File: config.mk
export PLATFORM = sky130hd
export DESIGN_NAME = sdram_arbiter
export DESIGN_NICKNAME = d
export VERILOG_FILES = /design/src/rtl/sdram_arbiter.sv
export SDC_FILE = /design/constraint.sdc
export NUM_CORES = 1
export LEC_CHECK = 0
export ABC_AREA = 0
export CAP_MARGIN = 20
export CORE_MARGIN = 2
export CORE_UTILIZATION = 35
export DETAILED_ROUTE_END_ITERATION = 16
export PLACE_DENSITY = 0.76
export SLEW_MARGIN = 20
export SYNTH_ARGS = -nofsm -noshare
export SYNTH_HDL_FRONTEND = slang
export SYNTH_SLANG_ARGS = --single-unit
File: constraint.sdc
create_clock -name clk_draw -period 3.4 [get_ports clk_draw]
set_input_delay 1.02 -clock clk_draw [delete_from_list [all_inputs] [get_ports clk_draw]]
set_output_delay 1.02 -clock clk_draw [all_outputs]
set_load 0.02 [all_outputs]
File: src/rtl/sdram_arbiter.sv
// sdram_arbiter
//   Three-requester SDRAM command arbiter with periodic refresh insertion.
//   Requester 0 is the display fetch, 1 the draw write and 2 the draw read.
//   Arbitration happens only in IDLE. A pending refresh wins first, then
//   requester 0, then requesters 1 and 2 alternate round-robin. The winning
//   command is registered, offered to the controller in ISSUE, and the arbiter
//   then sits in WAIT until the controller reports completion.
//
// Ports
//   clk_draw       in   sole clock, rising edge
//   rst_draw       in   asynchronous active-high reset
//   req_valid[2:0] in   per-requester request
//   req_ready[2:0] out  per-requester accept strobe (ISSUE && owner && cmd_ready)
//   req_we[2:0]    in   per-requester write flag
//   req_addr       in   3*ADDR_W, requester i at [i*ADDR_W +: ADDR_W]
//   req_len        in   3*LEN_W, burst length minus one, packed like req_addr
//   cmd_valid      out  command valid towards the SDRAM controller
//   cmd_ready      in   controller accepts the command
//   cmd_we         out  registered write flag
//   cmd_refresh    out  registered refresh flag
//   cmd_addr       out  registered word address
//   cmd_len        out  registered burst length
//   cmd_done       in   one-cycle pulse when the accepted command completes
//   grant_id[1:0]  out  current owner: 0-2 requester, 3 refresh
//   busy           out  high whenever the arbiter is not IDLE
//   ref_overflow   out  sticky, refresh backlog saturated
module sdram_arbiter #(
  parameter int ADDR_W         = 24,
  parameter int LEN_W          = 8,
  parameter int REFRESH_CYCLES = 780
) (
  input  logic                  clk_draw,
  input  logic                  rst_draw,
  input  logic [2:0]            req_valid,
  output logic [2:0]            req_ready,
  input  logic [2:0]            req_we,
  input  logic [3*ADDR_W-1:0]   req_addr,
  input  logic [3*LEN_W-1:0]    req_len,
  output logic                  cmd_valid,
  input  logic                  cmd_ready,
  output logic                  cmd_we,
  output logic                  cmd_refresh,
  output logic [ADDR_W-1:0]     cmd_addr,
  output logic [LEN_W-1:0]      cmd_len,
  input  logic                  cmd_done,
  output logic [1:0]            grant_id,
  output logic                  busy,
  output logic                  ref_overflow
);

  localparam logic [1:0] ST_IDLE  = 2'd0;
  localparam logic [1:0] ST_ISSUE = 2'd1;
  localparam logic [1:0] ST_WAIT  = 2'd2;

  localparam logic [1:0] GNT_REFRESH = 2'd3;

  localparam int              CNT_W      = (REFRESH_CYCLES > 1) ? $clog2(REFRESH_CYCLES) : 1;
  localparam logic [CNT_W-1:0] CNT_RELOAD = CNT_W'(REFRESH_CYCLES - 1);

  logic [1:0]        state_q,   state_d;
  logic [1:0]        grant_q,   grant_d;
  logic              we_q,      we_d;
  logic              refresh_q, refresh_d;
  logic [ADDR_W-1:0] addr_q,    addr_d;
  logic [LEN_W-1:0]  len_q,     len_d;
  logic              rr_q,      rr_d;      // 0: prefer requester 1, 1: prefer requester 2
  logic [CNT_W-1:0]  cnt_q,     cnt_d;
  logic [2:0]        backlog_q, backlog_d;
  logic              ovf_q,     ovf_d;

  logic              win_valid;
  logic [1:0]        win_id;
  logic              win_we;
  logic [ADDR_W-1:0] win_addr;
  logic [LEN_W-1:0]  win_len;
  logic              rr_next;

  logic              tick;
  logic              ref_done;

  // ---------------------------------------------------------------------------
  // Arbitration. Evaluated every cycle but only consumed in IDLE.
  // A refresh command carries all-zero fields, which the defaults provide.
  // ---------------------------------------------------------------------------
  // NOTE: every signal assigned in an always_comb gets a default first, so no
  // path leaves it unassigned and no latch is inferred.
  always_comb begin
    win_valid = 1'b0;
    win_id    = GNT_REFRESH;
    win_we    = 1'b0;
    win_addr  = '0;
    win_len   = '0;
    rr_next   = rr_q;
    if (backlog_q != 3'd0) begin
      win_valid = 1'b1;
    end else if (req_valid[0]) begin
      win_valid = 1'b1;
      win_id    = 2'd0;
      win_we    = req_we[0];
      win_addr  = req_addr[0*ADDR_W +: ADDR_W];
      win_len   = req_len[0*LEN_W +: LEN_W];
    end else if (req_valid[1] && (!rr_q || !req_valid[2])) begin
      win_valid = 1'b1;
      win_id    = 2'd1;
      win_we    = req_we[1];
      win_addr  = req_addr[1*ADDR_W +: ADDR_W];
      win_len   = req_len[1*LEN_W +: LEN_W];
      rr_next   = ~rr_q;
    end else if (req_valid[2]) begin
      win_valid = 1'b1;
      win_id    = 2'd2;
      win_we    = req_we[2];
      win_addr  = req_addr[2*ADDR_W +: ADDR_W];
      win_len   = req_len[2*LEN_W +: LEN_W];
      rr_next   = ~rr_q;
    end
  end

  // ---------------------------------------------------------------------------
  // Command FSM. Fields and owner are captured on the IDLE->ISSUE edge and
  // held untouched through ISSUE and WAIT. cmd_done only matters in WAIT.
  // ---------------------------------------------------------------------------
  always_comb begin
    state_d   = state_q;
    grant_d   = grant_q;
    we_d      = we_q;
    refresh_d = refresh_q;
    addr_d    = addr_q;
    len_d     = len_q;
    rr_d      = rr_q;
    case (state_q)
      ST_IDLE: begin
        if (win_valid) begin
          state_d   = ST_ISSUE;
          grant_d   = win_id;
          we_d      = win_we;
          refresh_d = (win_id == GNT_REFRESH);
          addr_d    = win_addr;
          len_d     = win_len;
          rr_d      = rr_next;
        end
      end
      ST_ISSUE: if (cmd_ready) state_d = ST_WAIT;
      ST_WAIT:  if (cmd_done)  state_d = ST_IDLE;
      default:  state_d = ST_IDLE;
    endcase
  end

  // ---------------------------------------------------------------------------
  // Refresh timing. The free-running down-counter ticks each time it hits
  // zero. The backlog counts owed refreshes including the one in flight, so
  // it only drops when a refresh command completes.
  // ---------------------------------------------------------------------------
  assign tick     = (cnt_q == '0);
  assign ref_done = (state_q == ST_WAIT) && cmd_done && refresh_q;
  assign cnt_d    = tick ? CNT_RELOAD : cnt_q - 1'b1;

  always_comb begin
    backlog_d = backlog_q;
    ovf_d     = ovf_q;
    if (tick && !ref_done) begin
      if (backlog_q == 3'd7) ovf_d     = 1'b1;
      else                   backlog_d = backlog_q + 3'd1;
    end else if (ref_done && !tick && (backlog_q != 3'd0)) begin
      backlog_d = backlog_q - 3'd1;
    end
  end

  // NOTE: state registers use non-blocking assignments so every flop samples
  // the pre-edge values regardless of statement order.
  always_ff @(posedge clk_draw or posedge rst_draw) begin
    if (rst_draw) begin
      state_q   <= ST_IDLE;
      grant_q   <= 2'd0;
      we_q      <= 1'b0;
      refresh_q <= 1'b0;
      addr_q    <= '0;
      len_q     <= '0;
      rr_q      <= 1'b0;
      cnt_q     <= CNT_RELOAD;
      backlog_q <= 3'd0;
      ovf_q     <= 1'b0;
    end else begin
      state_q   <= state_d;
      grant_q   <= grant_d;
      we_q      <= we_d;
      refresh_q <= refresh_d;
      addr_q    <= addr_d;
      len_q     <= len_d;
      rr_q      <= rr_d;
      cnt_q     <= cnt_d;
      backlog_q <= backlog_d;
      ovf_q     <= ovf_d;
    end
  end

  // Accept strobe is combinational on cmd_ready so the requester sees it in
  // the same cycle the controller takes the command. A refresh owner has no
  // requester to strobe.
  always_comb begin
    req_ready = 3'b000;
    if ((state_q == ST_ISSUE) && cmd_ready && (grant_q != GNT_REFRESH))
      req_ready = 3'b001 << grant_q;
  end

  assign cmd_valid    = (state_q == ST_ISSUE);
  assign cmd_we       = we_q;
  assign cmd_refresh  = refresh_q;
  assign cmd_addr     = addr_q;
  assign cmd_len      = len_q;
  assign grant_id     = grant_q;
  assign busy         = (state_q != ST_IDLE);
  assign ref_overflow = ovf_q;

endmodule

Word-level counts from Yosys, hierarchy flattened
Index checks and enable logic that the tools add are counted.
{"block": "word_totals", "reg_bits": 53, "word_cells": 81}
{"block": "classes", "mux": 31, "bitwise_logic": 3, "n_shift": 1, "n_reduce_logical": 24, "n_eq_ne": 9, "addsub": 3}
{"operator": "$mux W24", "n": 4}
{"operator": "$mux W8", "n": 4}
{"operator": "$mux W2", "n": 6}
{"operator": "$mux W3", "n": 4}
{"operator": "$mux W1", "n": 11}
{"operator": "$logic_not A10 Y1", "n": 1}
{"operator": "$mux W10", "n": 1}
{"operator": "$sub A10 B1 Y10 const B", "n": 1}
{"operator": "$logic_and A1 B1 Y1", "n": 8}
{"operator": "$ne A2 B2 Y1 const B", "n": 4}
{"operator": "$pmux W2 S3", "n": 1}
{"operator": "$reduce_and A2 Y1", "n": 3}
{"operator": "$reduce_bool A2 Y1", "n": 3}
{"operator": "$reduce_and A5 Y1", "n": 1}
{"operator": "$eq A2 B2 Y1 const B", "n": 2}
{"operator": "$logic_not A1 Y1", "n": 4}
{"operator": "$add A3 B1 Y3 const B", "n": 1}
{"operator": "$eq A3 B3 Y1 const B", "n": 1}
{"operator": "$not A1 Y1", "n": 3}
{"operator": "$reduce_and A3 Y1", "n": 1}
{"operator": "$reduce_bool A3 Y1", "n": 1}
{"operator": "$shl A1 B2 Y3 const A", "n": 1}
{"operator": "$sub A3 B1 Y3 const B", "n": 1}
{"operator": "$eq A2 B1 Y1 const B", "n": 1}
{"operator": "other kinds (3)", "n": 3}

Logic depth before layout (Yosys ltp)
Gate-level depths: netlist of run 1.
{"block": "logic_depth", "depth_word": 8, "depth_mapped": 10, "depth_no_buf": 9}

Worst setup path after synthesis of run 1
OpenSTA, ideal clock, no wires.
{"block": "synth_timing", "path_kind": "in2reg", "start": "input cmd_done", "end": "register backlog_q[2]", "n_path_buf": 1, "setup_ns": 0.124, "cell_stages": 8, "slack_ns": 0.432, "arrival_time_ns": 2.844, "cell_sequence": "and4b_1 or4_1 clkbuf_1 fa_1 nor3b_1 a41o_1 a21oi_1 a211o_1"}
{"block": "synth_via", "elab_chain_len": 6}
{"element": "start, declared", "line_no": "45", "source": "input logic cmd_done,"}
{"element": "$logic_and A1 B1 Y1 (*) (2 in a row)", "line_no": "155", "source": "assign ref_done = (state_q == ST_WAIT) && cmd_done && refresh_q;"}
{"element": "$logic_not A1 Y1 or $logic_and A1 B1 Y1 (tied branches)", "line_no": "161, 164"}
{"element": "$logic_and A1 B1 Y1, on equally long branches", "line_no": "161, 164"}
{"element": "$ne A2 B2 Y1 (no source line) or $reduce_bool A2 Y1 (tied branches)"}
{"element": "$reduce_and A2 Y1 (no source line)"}
{"element": "end signal, assigned", "line_no": "192", "source": "backlog_q <= backlog_d;"}
{"element": "end, declared", "line_no": "68", "source": "logic [2:0] backlog_q, backlog_d;"}
Mark *: on every way between the ends. The rest lies on a longest branch, timed or not.
A chain may end at the register's enable or synchronous reset.

Worst setup path in the final report of run 1
{"block": "layout_timing", "start": "input cmd_ready", "end": "output req_ready[2]"}
{"block": "layout_via", "elab_chain_len": 3}
{"element": "start, declared", "line_no": "40", "source": "input logic cmd_ready,"}
{"element": "$logic_and A1 B1 Y1 (2 in a row)", "line_no": "202", "source": "if ((state_q == ST_ISSUE) && cmd_ready && (grant_q != GNT_REFRESH))"}
{"element": "$mux W3", "line_no": "202"}
{"element": "end, declared", "line_no": "35", "source": "output logic [2:0] req_ready,"}
No other way between the ends.

==> results of run 1 <==
area by class of cell:
type,count,share of cell area
Tap cell,108,0.0278
Clock inverter,2,0.00309
Timing Repair Buffer,161,0.326
Sequential cell,53,0.274
Clock buffer,6,0.0149
Multi-Input combinational cell,250,0.348
Inverter,7,0.00541
layer usage:
layer,wire length [um],part of all wire,global-route usage,vias up
met5,0,0,0,-
met3,548,0.063,0.0504,15
met2,4460,0.51,0.332,96
li1,-,-,-,1472
met1,3550,0.41,0.212,1431
met4,151,0.017,0.0516,0
sequential cells by signal (all words and copies together) (netlist names):
name / cells
cmd_addr: 24
state_q: 2
rr_q: 1
ref_overflow: 1
cnt_q: 10
grant_id: 2
cmd_we: 1
backlog_q: 3
cmd_len: 8
cmd_refresh: 1
what timing repair did:
item                                    4_1_cts  5_1_grt
endpoints found under the setup margin        2        1
pin swaps                                     0        0
buffers inserted                              0        0
gates resized for setup                       2        1
kinds of logic (layout without fill, tap and decap cells):
logic type | Yosys count | in the layout | synth area share
multiplexers | 35 | 35 | 0.112
AO/OA/AOI/OAI | 93 | 93 | 0.206
adder cells (fa/ha/maj) | 3 | 3 | 0.0143
flip-flops | 53 | 53 | 0.424
XOR/XNOR | 6 | 6 | 0.0167
buffers and inverters | 32 | 176 | 0.0394
AND/OR/NAND/NOR | 113 | 113 | 0.188
critical path, delay by kind of cell:
family / cells / cell delay (ns)
AND/OR/NAND/NOR: 2 / 0.28
buffers and inverters: 2 / 0.83
placed cells by master, fill, tap and decap left out, types with 2 or more instances in the layout:
cell type / netlist / final
clkdlybuf4s50_1: 0 / 143
o21ai_0: 40 / 40
xnor2_1: 3 / 3
dfrtp_1: 48 / 48
nor3b_1: 2 / 2
and2_1: 34 / 34
dlygate4sd2_1: 0 / 2
inv_1: 7 / 6
clkinvlp_4: 0 / 2
a22o_1: 33 / 33
dfstp_2: 5 / 5
nor2_1: 7 / 7
or4_1: 2 / 2
nand2_1: 45 / 45
nand2b_1: 4 / 4
nor3_1: 8 / 7
ha_1: 2 / 2
xor2_1: 3 / 3
buf_4: 0 / 13
mux2i_1: 34 / 34
a21oi_1: 7 / 7
or3_1: 3 / 3
clkbuf_8: 0 / 5
worst max-delay path by stage:
stage / start / cells after the start / endpoint / slack (ns)
6_report: cmd_ready / 4 / req_ready[2] / 0.25
5_1_grt: cmd_ready / 4 / req_ready[2] / 0.14
4_1_cts: cmd_ready / 4 / req_ready[0] / 0.01
3_5_place_dp: cmd_ready / 4 / req_ready[2] / -0.03
3_3_place_gp: cmd_ready / 4 / req_ready[2] / -0.01
2_1_floorplan: cmd_done / 8 / backlog_q[2] / 0.43
power groups by stage:
| stage | clock (mW) | combinational, mW | sequential (mW) |
|---|---|---|---|
| final | 0.349 | 0.750 | 0.747 |
| after global routing | 0.389 | 0.819 | 0.760 |
| after CTS | 0.362 | 0.760 | 0.747 |
| after detailed placement | 0 | 0.760 | 0.759 |
| after global placement | 0 | 0.746 | 0.755 |
| after floorplan | 0 | 0.390 | 0.774 |
==> results.toml, run 1 <==
[synthesis]
synth.distinct_cells = 44
ys_top_cells_by_count = "dfrtp_1 (48), nand2_1 (45), o21ai_0 (40)"
synth_seq_area_share = 0.424
yosys_warnings = 0
syn_area_per_cell_um2 = 9.39
synth_edf_count = 0
ys_seq_elements = 53
synth.most_common_cell = "dfrtp_1"
ys.flop_type = "dfrtp_1"
synth_top_area_cell = "dfrtp_1"
synth_top_area_frac = 0.382
syn_area_um2 = 3140
synth.net_count = 444
synthTopCellsByArea = "dfrtp_1 (38%), mux2i_1 (11%), a22o_1 (9.2%)"
syn-instance-count = 335
async_flop_share = 1.00

[clocking]
cts_tree = "yes"
numCtsBuffers = 5
clockBufferDepth = 2
hold_buffers = 0
cts.sinks = 53
insertion_delay_ns = 0.30
clk_pin_slew_ns = 0.09
cts.htree.levels = 2
cts_root_buf = "clkbuf_8"

[die]
die_x_um = 98.8
initial_core_util = 0.361
dieArea_um2 = 9760
die_h_um = 98.8
rows = 34
core-area_um2 = 8720
ios = 148

[setup_path]
cp.arrival_ns = 2.13
crit_fanout = 4
rr_startpoint = "cnt_q[5]"
r2r-end = "backlog_q[2]"
slowest_delay_ns = 0.48
crit_path_end_kind = "primary output"
cp_cell_sequence = "clkdlybuf4s50_1, nand2_1, nor3b_1, dlygate4sd2_1"
reg2reg_depth = 7
slowest_stage = "clkdlybuf4s50_1"
r2r_slack_ns = 0.54
crit_type = "in -> out"
cp.required_ns = 2.38
cp-start-kind = "primary input"

[job]
max_cap_violations = 0

[power]
clockPowerShare = 0.189
switching_share = 0.349
power.density_nw_per_um2 = 380
p_int_mw = 1.20
vdd_drop_max_mv = 0.205
power.share.combinational = 0.406
p_leak_nw = 2.15
p_seq_frac = 0.405
fin_total_pwr_mw = 1.85
p_switching_uw = 645

[sta]
slew_violations = 0
tightestPinTransition_ns = 0.580
fin_setup_tns_ns = 0
whs_ns = 0.461
max_slew_margin = 0.610
setup_viol = 0
rsz0062_at_grt = "false"
period_share = 0.927
post-route-min-period_ns = 3.15
setup_ws_ns = 0.247
fin_worst_skew_ns = 0.00654
finalHoldViolations = 0
timing.fmax_ghz = 0.317

[place]
pre_cts_ws_ns = -0.0250
gp_congestion = 0.840
dp_hpwl_mm = 6.91
dp_cells = 579
placed_cell_area_um2 = 4770
numPortBuffers = 147

[layout]
diodes = 0
final_util = 0.557
multiInputGateArea_um2 = 1690
nNetsFinal = 587
final_cells = 587
areaGrowthSynthToFinish_pct = 54.5
drive_gt1_frac = 0.0752
fill_cells = 791
fin_area_um2 = 4860
ff_latch_area_um2 = 1330

[drt]
viasPerCell = 5.13
wire_per_inst_um = 14.8
ant_nets = 0
drt-initial-drc-count = 85
dr.pass1.iters = 4
route.detailed.drc = 0
vias = 3014
drt_wl_total_mm = 8.71

[worst_hold_path]
min-delay-start = "cnt_q[0]"
min_to = "cnt_q[0]"
hp-class = "reg -> reg"
worst_hold_path.num_cells = 1

[grt]
grt_pass1_vias = 3044
grt_pass1_wl_mm = 14.4
antenna_found_initial = 0
gr-usage-all-layers = 0.183
grt_max_degree = 57
grt_overflow = 0

[outcome]
status = "completed"
Power figures use the tool's default switching activity.
==> run 2: changes to the inputs <==
--- a/config.mk
+++ b/config.mk
@@ -9,8 +9,11 @@
 export CAP_MARGIN = 20
 export CORE_MARGIN = 2
 export CORE_UTILIZATION = 35
+export CTS_CLUSTER_SIZE = 14
 export DETAILED_ROUTE_END_ITERATION = 16
 export PLACE_DENSITY = 0.76
+export RECOVER_POWER = 25
+export SKIP_CTS_REPAIR_TIMING = 1
 export SLEW_MARGIN = 20
 export SYNTH_ARGS = -nofsm -noshare
 export SYNTH_HDL_FRONTEND = slang
==> results.toml, run 2 (synthesis results as in run 1) <==
[outcome]
status = "completed"

[drt]
ant_nets = 0
route.detailed.drc = 0
viasPerCell = 5.10
drt_wl_total_mm = 8.72
wire_per_inst_um = 14.9
dr.pass1.iters = 4
vias = 2993
drt-initial-drc-count = 87

[power]
fin_total_pwr_mw = 1.85
power.density_nw_per_um2 = 381
vdd_drop_max_mv = 0.205
p_leak_nw = 2.17

[place]
pre_cts_ws_ns = -0.0250
gp_congestion = 0.840
numPortBuffers = 147
dp_cells = 579
dp_hpwl_mm = 6.91

[layout]
final_cells = 587
largest_reg_flops = 24
diodes = 0
final_common_cell = "clkdlybuf4s50_1"
mostFrequentLayoutCells = "clkdlybuf4s50_1 (141), dfrtp_1 (48), nand2_1 (45)"
nNetsFinal = 587
drive_gt1_frac = 0.0647
areaGrowthSynthToFinish_pct = 54.2

[clocking]
cts.htree.levels = 2
cts_tree = "yes"
clockBufferDepth = 2
numCtsBuffers = 5
cts_root_buf = "clkbuf_8"
insertion_delay_ns = 0.30
cts.sinks = 53
clk_pin_slew_ns = 0.10

[grt]
grt_overflow = 0
antenna_found_initial = 0
grt_max_degree = 57
grt_pass1_wl_mm = 14.4
grt_pass1_vias = 3044
gr-usage-all-layers = 0.183

[setup_path]
crit_type = "in -> reg"
cp.required_ns = 3.60
crit_fanout = 3
crit_start = "cmd_done"
rr_startpoint = "cnt_q[5]"
crit_path_end = "backlog_q[2]"
reg2reg_depth = 7
r2r_slack_ns = 0.49
cp-start-kind = "primary input"
cp.arrival_ns = 3.37
r2r-end = "backlog_q[2]"
crit_path_end_kind = "register"

[sta]
slew_violations = 0
tightestPinTransition_ns = 1.03
setup_ws_ns = 0.224
post-route-min-period_ns = 3.18
whs_ns = 0.461
timing.fmax_ghz = 0.315
max_slew_margin = 0.312
period_share = 0.934
setup_viol = 0
fin_setup_tns_ns = 0
fin_worst_skew_ns = 0.00533
rsz0062_at_grt = "false"
finalHoldViolations = 0

[die]
initial_core_util = 0.361
core-area_um2 = 8720
die_x_um = 98.8
ios = 148
rows = 34
die_h_um = 98.8
dieArea_um2 = 9760

[job]
max_cap_violations = 0

[worst_hold_path]
hp-class = "reg -> reg"
-- run 2: power breakdown --
part	internal (mW)	switching, mW
clock network	0.146	0.206
logic	0.370	0.379
registers	0.686	0.0622
-- run 2: metrics by stage --
step	util	cell area (um2)
after floorplan	-	3140
after global placement	0.547	4770
after detailed placement	0.547	4770
after CTS	0.557	4860
after global routing	0.556	4850
final	0.556	4850
-- run 2: final cells by class --
type / instances / area, um2
fill: 791 / 3870
inverter: 7 / 26.3
clock inverter: 2 / 15.0
multi-input combinational: 250 / 1680
sequential: 53 / 1330
timing repair buffer: 161 / 1580
tap: 108 / 135
clock buffer: 6 / 72.6
-- run 2: routing by layer --
metal | vias up | GRT usage | wire [um]
li1 | 1472 | - | -
met1 | 1410 | 0.212 | 3560
met2 | 96 | 0.332 | 4470
met3 | 15 | 0.0504 | 541
met4 | 0 | 0.0516 | 152
met5 | - | 0 | 0
-- run 2: critical path, cell delays in order --
cell           delay (ns)
dlygate4sd3_1        0.56
and4b_1              0.22
or4_1                0.44
fa_1                 0.40
nor3b_1              0.21
a41o_1               0.19
a21oi_1              0.04
a211o_1              0.28
-- run 2: worst min path at each step --
stage                         from  endpoint  slack (ns)  depth (start not counted)
after CTS                 cnt_q[0]  cnt_q[0]        0.46                          1
after detailed placement  cnt_q[0]  cnt_q[0]        0.44                          1
final                     cnt_q[0]  cnt_q[0]        0.46                          1
after global routing      cnt_q[0]  cnt_q[0]        0.50                          1
after global placement    cnt_q[0]  cnt_q[0]        0.43                          1
after floorplan           cnt_q[0]  cnt_q[0]        0.43                          1
